`src/rtl/gray_counter_ud.sv`:
```
// Up/down Gray-code counter with enable, synchronous load, wrap/saturate mode and terminal-count flag.
// Optional macro GRAY_COUNTER_BIN_OUT_EN adds the bin_out port exposing the registered binary count.
module gray_counter_ud #(
  parameter int unsigned           DATA_WIDTH = 4,
  parameter int unsigned           WRAP       = 1,
  parameter logic [DATA_WIDTH-1:0] INIT_BIN   = '0
) (
  input  logic                  clk,
  input  logic                  resetn,
  input  logic                  en,
  input  logic                  dir,
  input  logic                  load,
  input  logic [DATA_WIDTH-1:0] load_bin,
  output logic [DATA_WIDTH-1:0] out,
`ifdef GRAY_COUNTER_BIN_OUT_EN
  output logic [DATA_WIDTH-1:0] bin_out,
`endif
  output logic                  tc
);

  localparam logic [DATA_WIDTH-1:0] MAX_BIN  = '1;
  localparam logic [DATA_WIDTH-1:0] ZERO_BIN = '0;
  localparam logic [DATA_WIDTH-1:0] ONE_BIN  = {{(DATA_WIDTH-1){1'b0}}, 1'b1};
  localparam logic [DATA_WIDTH-1:0] INIT_GRAY = INIT_BIN ^ (INIT_BIN >> 1);

  logic [DATA_WIDTH-1:0] bin_q,  bin_d;
  logic [DATA_WIDTH-1:0] gray_q, gray_d;
  logic                  tc_q,   tc_d;

  logic [DATA_WIDTH-1:0] step_bin;
  logic                  at_max;
  logic                  at_min;
  logic                  at_limit;

  assign at_max   = (bin_q == MAX_BIN);
  assign at_min   = (bin_q == ZERO_BIN);
  assign at_limit = dir ? at_max : at_min;
  assign step_bin = dir ? (bin_q + ONE_BIN) : (bin_q - ONE_BIN);

  // A step at the limit is a wrap in wrap mode and a blocked request in
  // saturate mode; both raise tc, only saturate mode suppresses the move.
  always_comb begin
    bin_d = bin_q;
    tc_d  = 1'b0;
    if (load) begin
      bin_d = load_bin;
    end else if (en) begin
      tc_d = at_limit;
      if ((WRAP != 0) || !at_limit) begin
        bin_d = step_bin;
      end
    end
  end

  assign gray_d = bin_d ^ (bin_d >> 1);

  always_ff @(posedge clk or negedge resetn) begin
    if (!resetn) begin
      bin_q  <= INIT_BIN;
      gray_q <= INIT_GRAY;
      tc_q   <= 1'b0;
    end else begin
      bin_q  <= bin_d;
      gray_q <= gray_d;
      tc_q   <= tc_d;
    end
  end

  // Outputs come straight from flops so they are safe to synchronise elsewhere.
  assign out = gray_q;
  assign tc  = tc_q;

`ifdef GRAY_COUNTER_BIN_OUT_EN
  assign bin_out = bin_q;
`endif

endmodule

```
`config.mk`:
```
export PLATFORM = sky130hd
export DESIGN_NAME = gray_counter_ud
export DESIGN_NICKNAME = d
export VERILOG_FILES = /design/src/rtl/gray_counter_ud.sv
export SDC_FILE = /design/constraint.sdc
export NUM_CORES = 1
export LEC_CHECK = 0
export CAP_MARGIN = 20
export CORE_MARGIN = 2
export CORE_UTILIZATION = 34
export CTS_CLUSTER_DIAMETER = 40
export DETAILED_ROUTE_END_ITERATION = 12
export PLACE_DENSITY_LB_ADDON = 0.2
export SLEW_MARGIN = 20
export SYNTH_ARGS = -nofsm -noshare
export SYNTH_HDL_FRONTEND = slang
export SYNTH_SLANG_ARGS = --single-unit
```
`constraint.sdc`:
```
create_clock -name clk -period 2.32 [get_ports clk]
set_input_delay 0.464 -clock clk [delete_from_list [all_inputs] [get_ports clk]]
set_output_delay 0.464 -clock clk [all_outputs]
set_load 0.05 [all_outputs]
```
## Yosys cells after proc, flatten, opt, wreduce, memory -nomap -nowiden

Cells that the tools add are included.

| storage, ports and cells | value |
|---|---|
| flip-flop bits (word level) | 9 |
| input port bits | 9 |

| operators by class | value |
|---|---|
| $add $sub $neg | 2 |
| eq/ne operators | 1 |
| multiplexer cells | 6 |
| bitwise gates (word level) | 1 |
| reduce and logical (&&, ||, !) cells | 1 |

Operators by type and width:

| operator | number |
|---|---|
| $mux W4 | 3 |
| $add A4 B1 Y4 const B | 1 |
| $eq A4 B4 Y1 const B | 1 |
| $logic_not A4 Y1 | 1 |
| $sub A4 B1 Y4 const B | 1 |
| $xor A4 B3 Y4 | 1 |
| $mux W1 | 3 |

## Logic depth before layout (Yosys ltp)

Gate-level depths: netlist of run 1.

| depth | value |
|---|---|
| word-level depth | 5 |
| mapped depth | 6 |
| gate-level depth less buffers | 6 |

## Worst setup path after synthesis of run 1

Ideal clock, no wire load.

| path | value |
|---|---|
| path type | input-to-reg |
| start point | input dir |
| end point | register gray_q[2] (netlist: out[2]) |
| library setup time | 0.132 ns |
| data arrival time | 1.623 ns |
| data required time | 2.188 ns |
| slack | 0.565 ns |
| stages on the path | 6 |
| cells stage by stage | inv_1 ha_1 a21oi_1 a211oi_1 or3_4 xor2_1 |

| on the way | value |
|---|---|
| longest elaborated chain between the ends | 4 |

Ends and longest elaborated chain:

| item | RTL line | RTL |
|---|---|---|
| from (decl) | 11 | `input logic dir,` |
| $mux W4 | 38 | `assign step_bin = dir ? (bin_q + ONE_BIN) : (bin_q - ONE_BIN);` |
| $mux W4 | 47 | `end else if (en) begin` |
| $mux W4 | 45 | `if (load) begin` |
| via bin_d[3] | 26 | `logic [DATA_WIDTH-1:0] bin_q, bin_d;` |
| $xor A4 B3 Y4 | 55 | `assign gray_d = bin_d ^ (bin_d >> 1);` |
| via gray_d[2] | 27 | `logic [DATA_WIDTH-1:0] gray_q, gray_d;` |
| to (signal assigned) | 64 | `gray_q <= gray_d;` |
| to (decl) | 27 |  |

The timed path passes the listed nets, and every way through them passes these cells.

## Worst setup path after layout of run 1

Same ends and word-level chain as after synthesis.

==> results of run 1 <==
power by group:
group	leakage [nW]	internal [mW]	switching, mW
Sequential	0.0972	0.167	0.0191
Clock	0.0138	0.0588	0.0415
Combinational	0.173	0.0920	0.127
Total	0.284	0.318	0.187
cell type report:
type                    count  area [sq um]  area share
inverters                   2         7.507     0.01188
repair buffers             16         152.6      0.2416
well taps                  15         18.77     0.02970
clock buffers               3         22.52     0.03564
multi-input cells          30         230.2      0.3644
flip-flops and latches      8         200.2      0.3168
registers in the layout (all words and copies together), names as in the netlist:
register  flops
out           3
tc            1
bin_q         4
layer usage:
layer  global-route usage  routed length [microns]
met1               0.1581                      422
met3              0.08333                       64
met2               0.1746                      318
met5                    0                        0
met4              0.02500                        0
path summary, 6_finish.rpt:
path	start	slack, ns	endpoint	cells after the start
max	dir	0.25	out[2]$_DFF_PN0_	7
min	resetn	0.48	tc$_DFF_PN0_	1
max reg2reg	bin_q[2]$_DFF_PN0_	0.65	out[2]$_DFF_PN0_	5
min reg2reg	bin_q[3]$_DFF_PN0_	0.67	tc$_DFF_PN0_	2
max in group asynchronous	resetn	1.59	bin_q[0]$_DFF_PN0_	1
min in group clk	bin_q[3]$_DFF_PN0_	0.67	tc$_DFF_PN0_	2
kinds of logic (layout without fill, tap and decap cells):
logic type      after synthesis  after routing  synth area share
xor+xnor                      6              6            0.1160
buf+inv                       4             21           0.04972
flops                         8              8            0.4420
simple gates                 12             12            0.1547
mux                           2              2           0.04420
compound gates                7              7           0.09392
fa+ha+maj                     3              3           0.09944
layout by cell type (no fill, tap or decap), drive strengths merged:
cell type	count
o21ai	2
a22o	1
dfrtp	8
and4b	1
a21oi	2
nand2	2
or3	1
a211oi	1
nand3	1
mux2i	2
or2b	1
xor2	2
buf	3
fa	1
inv	2
a31oi	1
and3	1
clkbuf	3
ha	2
clkdlybuf4s50	13
or4	1
nor2	4
xnor2	4
==> report_table.html, run 1 <==
<table>
<tr><th>Metric</th><th>Value</th></tr>
<tr><th colspan="2">Clocking</th></tr>
<tr><td>Clock Tree Buf Depth</td><td>2</td></tr>
<tr><td>Post-CTS Setup Inserts</td><td>0</td></tr>
<tr><td>Worst-Skew Late Latency</td><td>approximately 0.25 ns</td></tr>
<tr><td>Clock sinks</td><td>8</td></tr>
<tr><td>Maximum level of the CTS H-tree</td><td>1</td></tr>
<tr><td>Worst-path clk slew</td><td>roughly 0.050 ns</td></tr>
<tr><td>Root buf cell</td><td>sky130_fd_sc_hd__clkbuf_4</td></tr>
<tr><td>Hold Buf Count CTS</td><td>0</td></tr>
<tr><td>Number of buffers added by the clock tree synthesis step</td><td>3</td></tr>
<tr><td># resized after CTS</td><td>0</td></tr>
<tr><td>CTS tree</td><td>yes</td></tr>
<tr><th colspan="2">Worst setup path</th></tr>
<tr><td>CP Data Arrival Time</td><td>2.20 ns</td></tr>
<tr><td>Startpoint kind of the worst setup timing path</td><td>primary input</td></tr>
<tr><td>Slowest cell delay on critical path</td><td>0.48 ns</td></tr>
<tr><td>Highest-delay cell along the critical path</td><td>sky130_fd_sc_hd__clkdlybuf4s50_1</td></tr>
<tr><td>Kind of critical path</td><td>in -&gt; reg</td></tr>
<tr><td>Worst Path Required</td><td>2.46 ns</td></tr>
<tr><td>List of cells traversed by the critical path</td><td>clkdlybuf4s50_1 -&gt; inv_1 -&gt; ha_1 -&gt; a21oi_1 -&gt; a211oi_1 -&gt; or3_4 -&gt; xor2_1</td></tr>
<tr><td>Crit-path leading delay family</td><td>buffers and inverters</td></tr>
<tr><td>Worst Path Max Fanout</td><td>3</td></tr>
<tr><td>Worst Path Buf+Inv</td><td>2</td></tr>
<tr><td>Critical path endpoint category</td><td>flop</td></tr>
<tr><th colspan="2">STA</th></tr>
<tr><td>Maximum frequency from static timing analysis</td><td>about 480 MHz</td></tr>
<tr><td>Final setup violation count</td><td>0</td></tr>
<tr><td>Setup TNS after final layout</td><td>0 ns</td></tr>
<tr><td>Clock period minus worst slack</td><td>about 2.1 ns</td></tr>
<tr><td>Endpoints failing hold</td><td>0</td></tr>
<tr><td>Unrepaired setup endpoints after global routing</td><td>false</td></tr>
<tr><td>PnR worst setup slack</td><td>about 0.25 ns</td></tr>
<tr><td>Slew @ Worst Pin</td><td>0.4919 ns</td></tr>
<tr><td>Number of pins with negative max-slew slack in the final report</td><td>0</td></tr>
<tr><td>Final Hold Slack</td><td>0.4806 ns</td></tr>
<tr><td>Post-route clock period utilization</td><td>0.8902</td></tr>
<tr><td>Worst Skew</td><td>0.006170 ns</td></tr>
<tr><td>Relative slew margins</td><td>0.6711</td></tr>
<tr><th colspan="2">Route</th></tr>
<tr><td>Antenna-violating nets left</td><td>0</td></tr>
<tr><td>DRC viols</td><td>0</td></tr>
<tr><td>Detailed Routing Iterations Pass 1</td><td>2</td></tr>
<tr><td>Drt wl/cell</td><td>approximately 11 microns</td></tr>
<tr><td>Number of DRC violations after detailed-routing iteration 0</td><td>2</td></tr>
<tr><td>Post-detailed-route via-to-cell ratio</td><td>4.432</td></tr>
<tr><td>WL final</td><td>805 microns</td></tr>
<tr><td>Total number of vias</td><td>328</td></tr>
<tr><th colspan="2">Die</th></tr>
<tr><td>Top-Level Pins</td><td>14</td></tr>
<tr><td>DIE HEIGHT</td><td>just over 40 microns</td></tr>
<tr><td>Starting density of the core</td><td>0.3570</td></tr>
<tr><td>Width of the die</td><td>40.50 microns</td></tr>
<tr><td>Rows</td><td>13</td></tr>
<tr><td>Area of the placeable core</td><td>0.001269 sq mm</td></tr>
<tr><td>Die Area</td><td>0.001640 sq mm</td></tr>
<tr><th colspan="2">Synthesis</th></tr>
<tr><td>Async set or reset register ratio after synthesis</td><td>1.000</td></tr>
<tr><td>Number of nets produced by synthesis</td><td>54</td></tr>
<tr><td>Portion of the post-synthesis area used by sequential elements</td><td>0.4420</td></tr>
<tr><td>Post-synthesis instance area</td><td>452.9 sq um</td></tr>
<tr><td>Number of unique standard cell types used by synthesis</td><td>22</td></tr>
<tr><td>Top cell type by total area after synthesis</td><td>sky130_fd_sc_hd__dfrtp_1</td></tr>
<tr><td>Cells after synthesis</td><td>42</td></tr>
<tr><td>Area share of the largest cell type after synthesis</td><td>0.4420</td></tr>
<tr><td>Synth cell count leaders</td><td>sky130_fd_sc_hd__dfrtp_1 (8), sky130_fd_sc_hd__nor2_1 (4), sky130_fd_sc_hd__xnor2_1 (4)</td></tr>
<tr><td>Most frequently used cell type in the post-synthesis netlist</td><td>sky130_fd_sc_hd__dfrtp_1</td></tr>
<tr><td>Cells taking the most area after synthesis</td><td>sky130_fd_sc_hd__dfrtp_1 (44%), sky130_fd_sc_hd__xnor2_1 (7.7%), sky130_fd_sc_hd__ha_1 (5.5%)</td></tr>
<tr><td>Flip-flop and latch count after synthesis</td><td>8</td></tr>
<tr><td>Synth Flop Type</td><td>sky130_fd_sc_hd__dfrtp_1</td></tr>
<tr><td>Number of flops mapped to enable cells by yosys</td><td>0</td></tr>
<tr><td>Post-Synthesis Mean Instance Area</td><td>10.78 sq um</td></tr>
<tr><td>Synth warn</td><td>0</td></tr>
<tr><th colspan="2">Place</th></tr>
<tr><td>Placed Instance Area</td><td>609.3 sq um</td></tr>
<tr><td>Pre-CTS setup slack</td><td>-0.002801 ns</td></tr>
<tr><td>Number of port buffers</td><td>13</td></tr>
<tr><td>Total instance count after detailed placement</td><td>71</td></tr>
<tr><td>HPWL after detailed placement</td><td>622.9 microns</td></tr>
<tr><td>RePlAce Congestion</td><td>just under 0.7</td></tr>
<tr><th colspan="2">Cells and area</th></tr>
<tr><td>Post-route design area</td><td>roughly 630 sq um</td></tr>
<tr><td>Final Net Count</td><td>73</td></tr>
<tr><td>Final std cells w/o fill</td><td>74</td></tr>
<tr><td>Share of final-layout standard cells stronger than drive strength 1</td><td>0.1186</td></tr>
<tr><td>ANT cells</td><td>0</td></tr>
<tr><td>Final core occ</td><td>0.4980</td></tr>
<tr><td>Area Growth Syn to Fin</td><td>39.50%</td></tr>
<tr><td>Filler instances</td><td>114</td></tr>
<tr><th colspan="2">GRT</th></tr>
<tr><td>First-pass GRT wire length</td><td>between 1 and 1.5 mm</td></tr>
<tr><td>Gr usage total</td><td>0.1246</td></tr>
<tr><td>Via count of the first global-routing pass</td><td>287</td></tr>
<tr><td>Global-route congestion overflow total</td><td>0</td></tr>
<tr><td>Number of antenna violations at the first check in global routing</td><td>0</td></tr>
<tr><td>Maximum number of pins on one net before global-route repair</td><td>9</td></tr>
<tr><th colspan="2">Power and ir drop</th></tr>
<tr><td>Leakage</td><td>0.2839 nW</td></tr>
<tr><td>Peak ir drop on the vdd network</td><td>0.0004926 V</td></tr>
<tr><td>Total power density per cell area</td><td>799.7 mW/mm^2</td></tr>
<tr><td>Post-route total power</td><td>505.3 uW</td></tr>
<tr><th colspan="2">Run status</th></tr>
<tr><td>Status</td><td>finished clean</td></tr>
<tr><th colspan="2">Flow run</th></tr>
<tr><td>Number of maximum-capacitance constraint violations</td><td>0</td></tr>
<tr><th colspan="2">Worst hold path</th></tr>
<tr><td>Type of the most critical hold path</td><td>in -&gt; async</td></tr>
</table>
(Power assumes the default switching activity.)
==> inputs of run 2 (changes only) <==
Settings changed: SETUP_SLACK_MARGIN set to 0.05.
==> results of run 2 <==
Same layout as run 1: the final DEF is identical, and so are final timing and power.
